[config.mk]
export PLATFORM = sky130hd
export DESIGN_NAME = assoc_data_cache
export DESIGN_NICKNAME = d
export VERILOG_FILES = /design/src/rtl/assoc_data_cache.sv
export SDC_FILE = /design/constraint.sdc
export NUM_CORES = 1
export LEC_CHECK = 0
export CAP_MARGIN = 20
export CORE_MARGIN = 5
export CORE_UTILIZATION = 37
export DETAILED_ROUTE_END_ITERATION = 8
export GPL_TIMING_DRIVEN = 0
export MAX_ROUTING_LAYER = met4
export PLACE_DENSITY = 0.51
export SLEW_MARGIN = 20
export SYNTH_ARGS = -nofsm -noshare
export SYNTH_HDL_FRONTEND = slang
export SYNTH_SLANG_ARGS = --single-unit
[constraint.sdc]
create_clock -name clock -period 11.23 [get_ports clock]
set_input_delay 2.246 -clock clock [delete_from_list [all_inputs] [get_ports clock]]
set_output_delay 2.246 -clock clock [all_outputs]
set_load 0.05 [all_outputs]
[src/rtl/assoc_data_cache.sv]
// rtl/assoc_data_cache.sv - 1/2-way set-associative write-back, write-allocate data cache
module assoc_data_cache #(
  parameter int ADDR_W      = 8,
  parameter int DATA_W      = 8,
  parameter int BLOCK_WORDS = 4,
  parameter int SETS        = 8,
  parameter int WAYS        = 2,
  parameter int CNT_W       = 16,
  localparam int OFF_W      = $clog2(BLOCK_WORDS),
  localparam int IDX_W      = $clog2(SETS),
  localparam int TAG_W      = ADDR_W - IDX_W - OFF_W,
  localparam int BLK_W      = DATA_W * BLOCK_WORDS,
  localparam int MADDR_W    = ADDR_W - OFF_W
) (
  input  logic               clock,
  input  logic               reset,
  input  logic               read,
  input  logic               write,
  input  logic [ADDR_W-1:0]  address,
  input  logic [DATA_W-1:0]  cpu_writedata,
  output logic [DATA_W-1:0]  cpu_readdata,
  output logic               busywait,
  output logic               mem_read,
  output logic               mem_write,
  output logic [MADDR_W-1:0] mem_address,
  output logic [BLK_W-1:0]   mem_writedata,
  input  logic [BLK_W-1:0]   mem_readdata,
  input  logic               mem_busywait,
  output logic [CNT_W-1:0]   hit_count,
  output logic [CNT_W-1:0]   miss_count
);

  typedef enum logic [1:0] {
    S_IDLE      = 2'd0,
    S_WRITEBACK = 2'd1,
    S_ALLOCATE  = 2'd2
  } state_t;

  state_t            state_q;
  logic              victim_q;

  logic [SETS-1:0]   valid_q [WAYS];
  logic [SETS-1:0]   dirty_q [WAYS];
  logic [SETS-1:0]   lru_q;
  logic [TAG_W-1:0]  tag_q   [WAYS][SETS];
  logic [BLK_W-1:0]  data_q  [WAYS][SETS];

  logic [TAG_W-1:0]  tag;
  logic [IDX_W-1:0]  idx;
  logic [OFF_W-1:0]  off;

  logic              req;
  logic              hit;
  logic              hit_way;
  logic              idle_hit;
  logic              new_victim;
  logic              victim_dirty;
  logic              fill_done;

  assign {tag, idx, off} = address;
  assign req       = read | write;
  assign idle_hit  = (state_q == S_IDLE) & req & hit;
  assign fill_done = (state_q == S_ALLOCATE) & ~mem_busywait;

  // Tag compare across all ways of the addressed set
  always_comb begin
    hit     = 1'b0;
    hit_way = 1'b0;
    for (int w = 0; w < WAYS; w++) begin
      if (valid_q[w][idx] && (tag_q[w][idx] == tag)) begin
        hit     = 1'b1;
        hit_way = 1'(w);
      end
    end
  end

  // Load data comes straight out of the hit way; zero when nothing matches
  always_comb begin
    cpu_readdata = '0;
    if (hit) cpu_readdata = data_q[hit_way][idx][off*DATA_W +: DATA_W];
  end

  // Victim: first invalid way (way0 first), otherwise the least recently used way
  always_comb begin
    new_victim = lru_q[idx];
    if (WAYS == 1)                    new_victim = 1'b0;
    else if (!valid_q[0][idx])        new_victim = 1'b0;
    else if (!valid_q[WAYS-1][idx])   new_victim = 1'b1;
    victim_dirty = valid_q[new_victim][idx] & dirty_q[new_victim][idx];
  end

  // Reset gating keeps the CPU free while the cache is held in reset
  assign busywait = reset & req & ~((state_q == S_IDLE) & hit);

  // Memory side is a pure decode of the state flop, so it is glitch-free and idle in IDLE
  always_comb begin
    mem_write     = (state_q == S_WRITEBACK);
    mem_read      = (state_q == S_ALLOCATE);
    mem_address   = '0;
    mem_writedata = '0;
    if (state_q == S_WRITEBACK) begin
      mem_address   = {tag_q[victim_q][idx], idx};
      mem_writedata = data_q[victim_q][idx];
    end else if (state_q == S_ALLOCATE) begin
      mem_address   = {tag, idx};
    end
  end

  // Controller: miss handling FSM, status bits, LRU and performance counters
  always_ff @(posedge clock or negedge reset) begin
    if (!reset) begin
      state_q    <= S_IDLE;
      victim_q   <= 1'b0;
      lru_q      <= '0;
      hit_count  <= '0;
      miss_count <= '0;
      for (int w = 0; w < WAYS; w++) begin
        valid_q[w] <= '0;
        dirty_q[w] <= '0;
      end
    end else begin
      case (state_q)
        S_IDLE: begin
          if (req && hit) begin
            if (write) dirty_q[hit_way][idx] <= 1'b1;
            if (WAYS == 2) lru_q[idx] <= ~hit_way;
            if (hit_count != '1) hit_count <= hit_count + CNT_W'(1);
          end else if (req) begin
            // Counted only here, so a stalled request is one miss however long it waits
            if (miss_count != '1) miss_count <= miss_count + CNT_W'(1);
            victim_q <= new_victim;
            state_q  <= victim_dirty ? S_WRITEBACK : S_ALLOCATE;
          end
        end
        S_WRITEBACK: begin
          if (!mem_busywait) begin
            dirty_q[victim_q][idx] <= 1'b0;
            state_q                <= S_ALLOCATE;
          end
        end
        S_ALLOCATE: begin
          if (!mem_busywait) begin
            valid_q[victim_q][idx] <= 1'b1;
            dirty_q[victim_q][idx] <= 1'b0;
            state_q                <= S_IDLE;
          end
        end
        default: state_q <= S_IDLE;
      endcase
    end
  end

  // Tag and data arrays change only on clock edges: store hits and completed fills
  always_ff @(posedge clock) begin
    if (reset && idle_hit && write)
      data_q[hit_way][idx][off*DATA_W +: DATA_W] <= cpu_writedata;
    if (reset && fill_done) begin
      data_q[victim_q][idx] <= mem_readdata;
      tag_q[victim_q][idx]  <= tag;
    end
  end

endmodule

==> results.cfg <==
[run_status]
status = completed

[critical_path]
crit_top_cell = buf_2
cp_top_family = buffers and inverters
cp-end-kind = output pin
critPathMaxFanout = 10
r2r-end = data_q[1][209]
cp_cell_sequence = clkdlybuf4s50_1 -> buf_2 -> nand2b_1 -> o22ai_1 -> o31a_1 -> o22ai_4 -> or2_1 -> buf_2 -> buf_2 -> clkbuf_1 -> nand2_1 -> nand3_1 -> o211ai_1 -> nor3_1 -> o32a_1 -> clkdlybuf4s50_1
reg2regPathDepth = 9
cp_slowest_stage_delay_ns = 0.90
cp.arrival_ns = 8.85
worst-path-buf-inv = 6
critPathLaunchType = input port
worstPathRequired_ns = 8.98
cpMaxStageDelayCell = clkbuf_1
worstSetupPathType = input port to output pin
reg2reg_setup_slack_ns = 5.52
rr_startpoint = victim_q

[grt]
antenna_found_initial = 7
grt_max_degree = 42
grt_overflow = 0
first_global_vias = 21400
grt_pass1_wl_um = 181000
track_usage = 0.314

[timing]
final-max-slew-violation-count = 0
worst_slack_ns = 0.138
fin_worst_skew_ns = 0.0301
finalCriticalPeriod_ns = 11.09
slew_headroom = 0.125
tightest_slew_ns = 1.31
setup_viol = 0
fmaxAchievable_mhz = 90.2
hold_viol_final = 0
grt_setup_unrepaired = false
finalCritPeriodShare = 0.988

[clock_network]
cts-root-buf = clkbuf_16
clk_pin_slew_ns = 0.06
cts_setup_buffers = 0
htreeDepth = 3
clock_latency_ns = 0.64
numCtsBuffers = 73
post_cts_resized = 0
clockBufferDepth = 3
cts_hold_buf = 0
clock-sinks = 635
cts_tree = built

[synth]
ys.flop_type = edfxtp_1
yosysTopAreaCellShare = 0.555
synthMostInstantiatedCell = edfxtp_1
synth_fp_nets = 2116
syn_avg_cell_area_sq_um = 14.8
ys_types = 73
netlist_top_cells_count = edfxtp_1 (560), nand2_1 (228), mux4_2 (187)
syn_area_sq_um = 30300
ys_seq_elements = 635
synthTopCellsByArea = edfxtp_1 (56%), mux4_2 (14%), dfrtp_1 (6.2%)
synth_top_area_cell = edfxtp_1
synth-edff-count = 560
yosysWarnings = 0
ys_seq_area_frac = 0.617
synthArstFlopShare = 0.118
syn_inst = 2053

[final_layout]
layout-drive-gt1-share = 0.206
fin_util = 0.440
final_cells = 3418
multiInputGateArea_sq_um = 11000
ff_latch_area_sq_um = 18700
fill_cells = 7325
layout.nets = 2348
area_delta_synth_final_pct = 18.5

[route]
viasPerCell = 6.50
vias = 22200
routed_wl_um = 136000
drc = 0
dr.first_iter.drc_count = 3288
final_antenna_net_count = 0
wl_per_cell_um = 39.7
firstDrtPassIters = 6

[place]
dp.cells = 3277
hpwl_um = 92900
io_buffer_count = 131
gp_congestion = 1.00
dp_slack_ns = 0.232

[floorplan]
start_util = 0.371
io_pins = 134
die_x_um = 296
placementRows = 105
die_h_um = 296
dieArea_sq_um = 87700
core_sq_um = 81600

[power]
ir_drop_mv = 0.126
static-leakage-power_uw = 0.0118
power.density_nw_per_um2 = 191

[run]
cap_violations = 0

[worst_hold_path]
min_path_type = flop to flop
hold_depth = 1
hold_path_end = hit_count[12]
min_from = hit_count[12]
## worst max path at each step
stage / endpoint / slack (ns) / start / cells after the start
after global placement: cpu_readdata[1] / -0.08 / address[3] / 16
after floorplan: cpu_readdata[5] / 3.46 / address[2] / 16
after global routing: cpu_readdata[7] / 0.15 / address[3] / 16
after CTS: cpu_readdata[7] / 0.22 / address[3] / 16
final: cpu_readdata[3] / 0.14 / address[3] / 16
after detailed placement: cpu_readdata[7] / 0.23 / address[3] / 16
## cell families after synthesis
logic type	after synthesis	synth area share
buf+inv	164	0.0256
flops	635	0.617
xor+xnor	31	0.00896
mux	312	0.182
compound gates	351	0.0811
simple gates	550	0.0816
fa+ha+maj	10	0.00413
## registers in the layout, summed over array words and instances (netlist names)
register	cells
lru_q	8
victim_q	1
tag_q	48
dirty_q	16
data_q	512
state_q	2
miss_count	16
hit_count	16
valid_q	16
## metrics by stage
stage / TNS, ns / hold WS, ns / cell area (sq um) / power, uW
after CTS: 0 / 0.484 / 35900 / 6870
after global routing: 0 / 0.507 / 35900 / 7050
final: 0 / 0.482 / 35900 / 6880
after floorplan: 0 / 0.442 / 30300 / 3780
after global placement: -0.0811 / 0.471 / 32900 / 4440
after detailed placement: 0 / 0.473 / 33500 / 4500
## placed cells by master (no fill, tap or decap), drive strengths merged, types with 8 or more instances in the layout
master | synthesis | routed
buf | 64 | 90
mux4 | 188 | 188
o21ai | 64 | 64
xnor2 | 24 | 24
o21bai | 10 | 10
a22oi | 22 | 22
nor3 | 21 | 21
a21oi | 43 | 43
mux2 | 13 | 13
nor2b | 10 | 10
a22o | 45 | 45
clkdlybuf4s50 | 0 | 130
o31a | 13 | 13
nand3 | 69 | 69
edfxtp | 560 | 560
and2 | 20 | 20
clkbuf | 88 | 181
mux2i | 111 | 111
nand2b | 9 | 9
and3 | 13 | 13
a21o | 8 | 8
nand2 | 228 | 228
a21boi | 10 | 10
clkinv | 1 | 30
inv | 11 | 14
o22ai | 53 | 53
ha | 10 | 10
a31oi | 27 | 27
dfrtp | 75 | 75
nand4 | 19 | 19
nor2 | 136 | 136
## cell type report
class	instances	share of cell area
diodes	6	0.000418
multi-input cells	1254	0.306
well taps	1070	0.0373
inverters	12	0.00125
plain buffers	152	0.0220
clock buffers	92	0.0552
flip-flops and latches	635	0.521
repair buffers	157	0.0466
clock inverters	40	0.0106
## routing by layer
layer,GRT usage,wire length [um],up-vias
met5,-,0,-
met4,0.132,7170,0
met3,0.0875,16700,330
met2,0.468,60500,1592
met1,0.406,51200,11600
li1,-,-,8647
## report_power, final
part | switching, uW | leakage (uW) | total (uW) | internal, uW
clock | 1020 | 0.00115 | 2390 | 1380
sequential | 64.9 | 0.00606 | 2760 | 2690
combinational | 1120 | 0.00463 | 1730 | 605
total | 2200 | 0.0118 | 6880 | 4670
## worst reg2reg max path: cells and delay by family, from the launching register on
family,cells,cell delay (ns)
flip-flops,1,0.32
AO/OA/AOI/OAI,1,0.51
buffers and inverters,5,2.53
AND/OR/NAND/NOR,3,1.95
(Power assumes the default switching activity.)
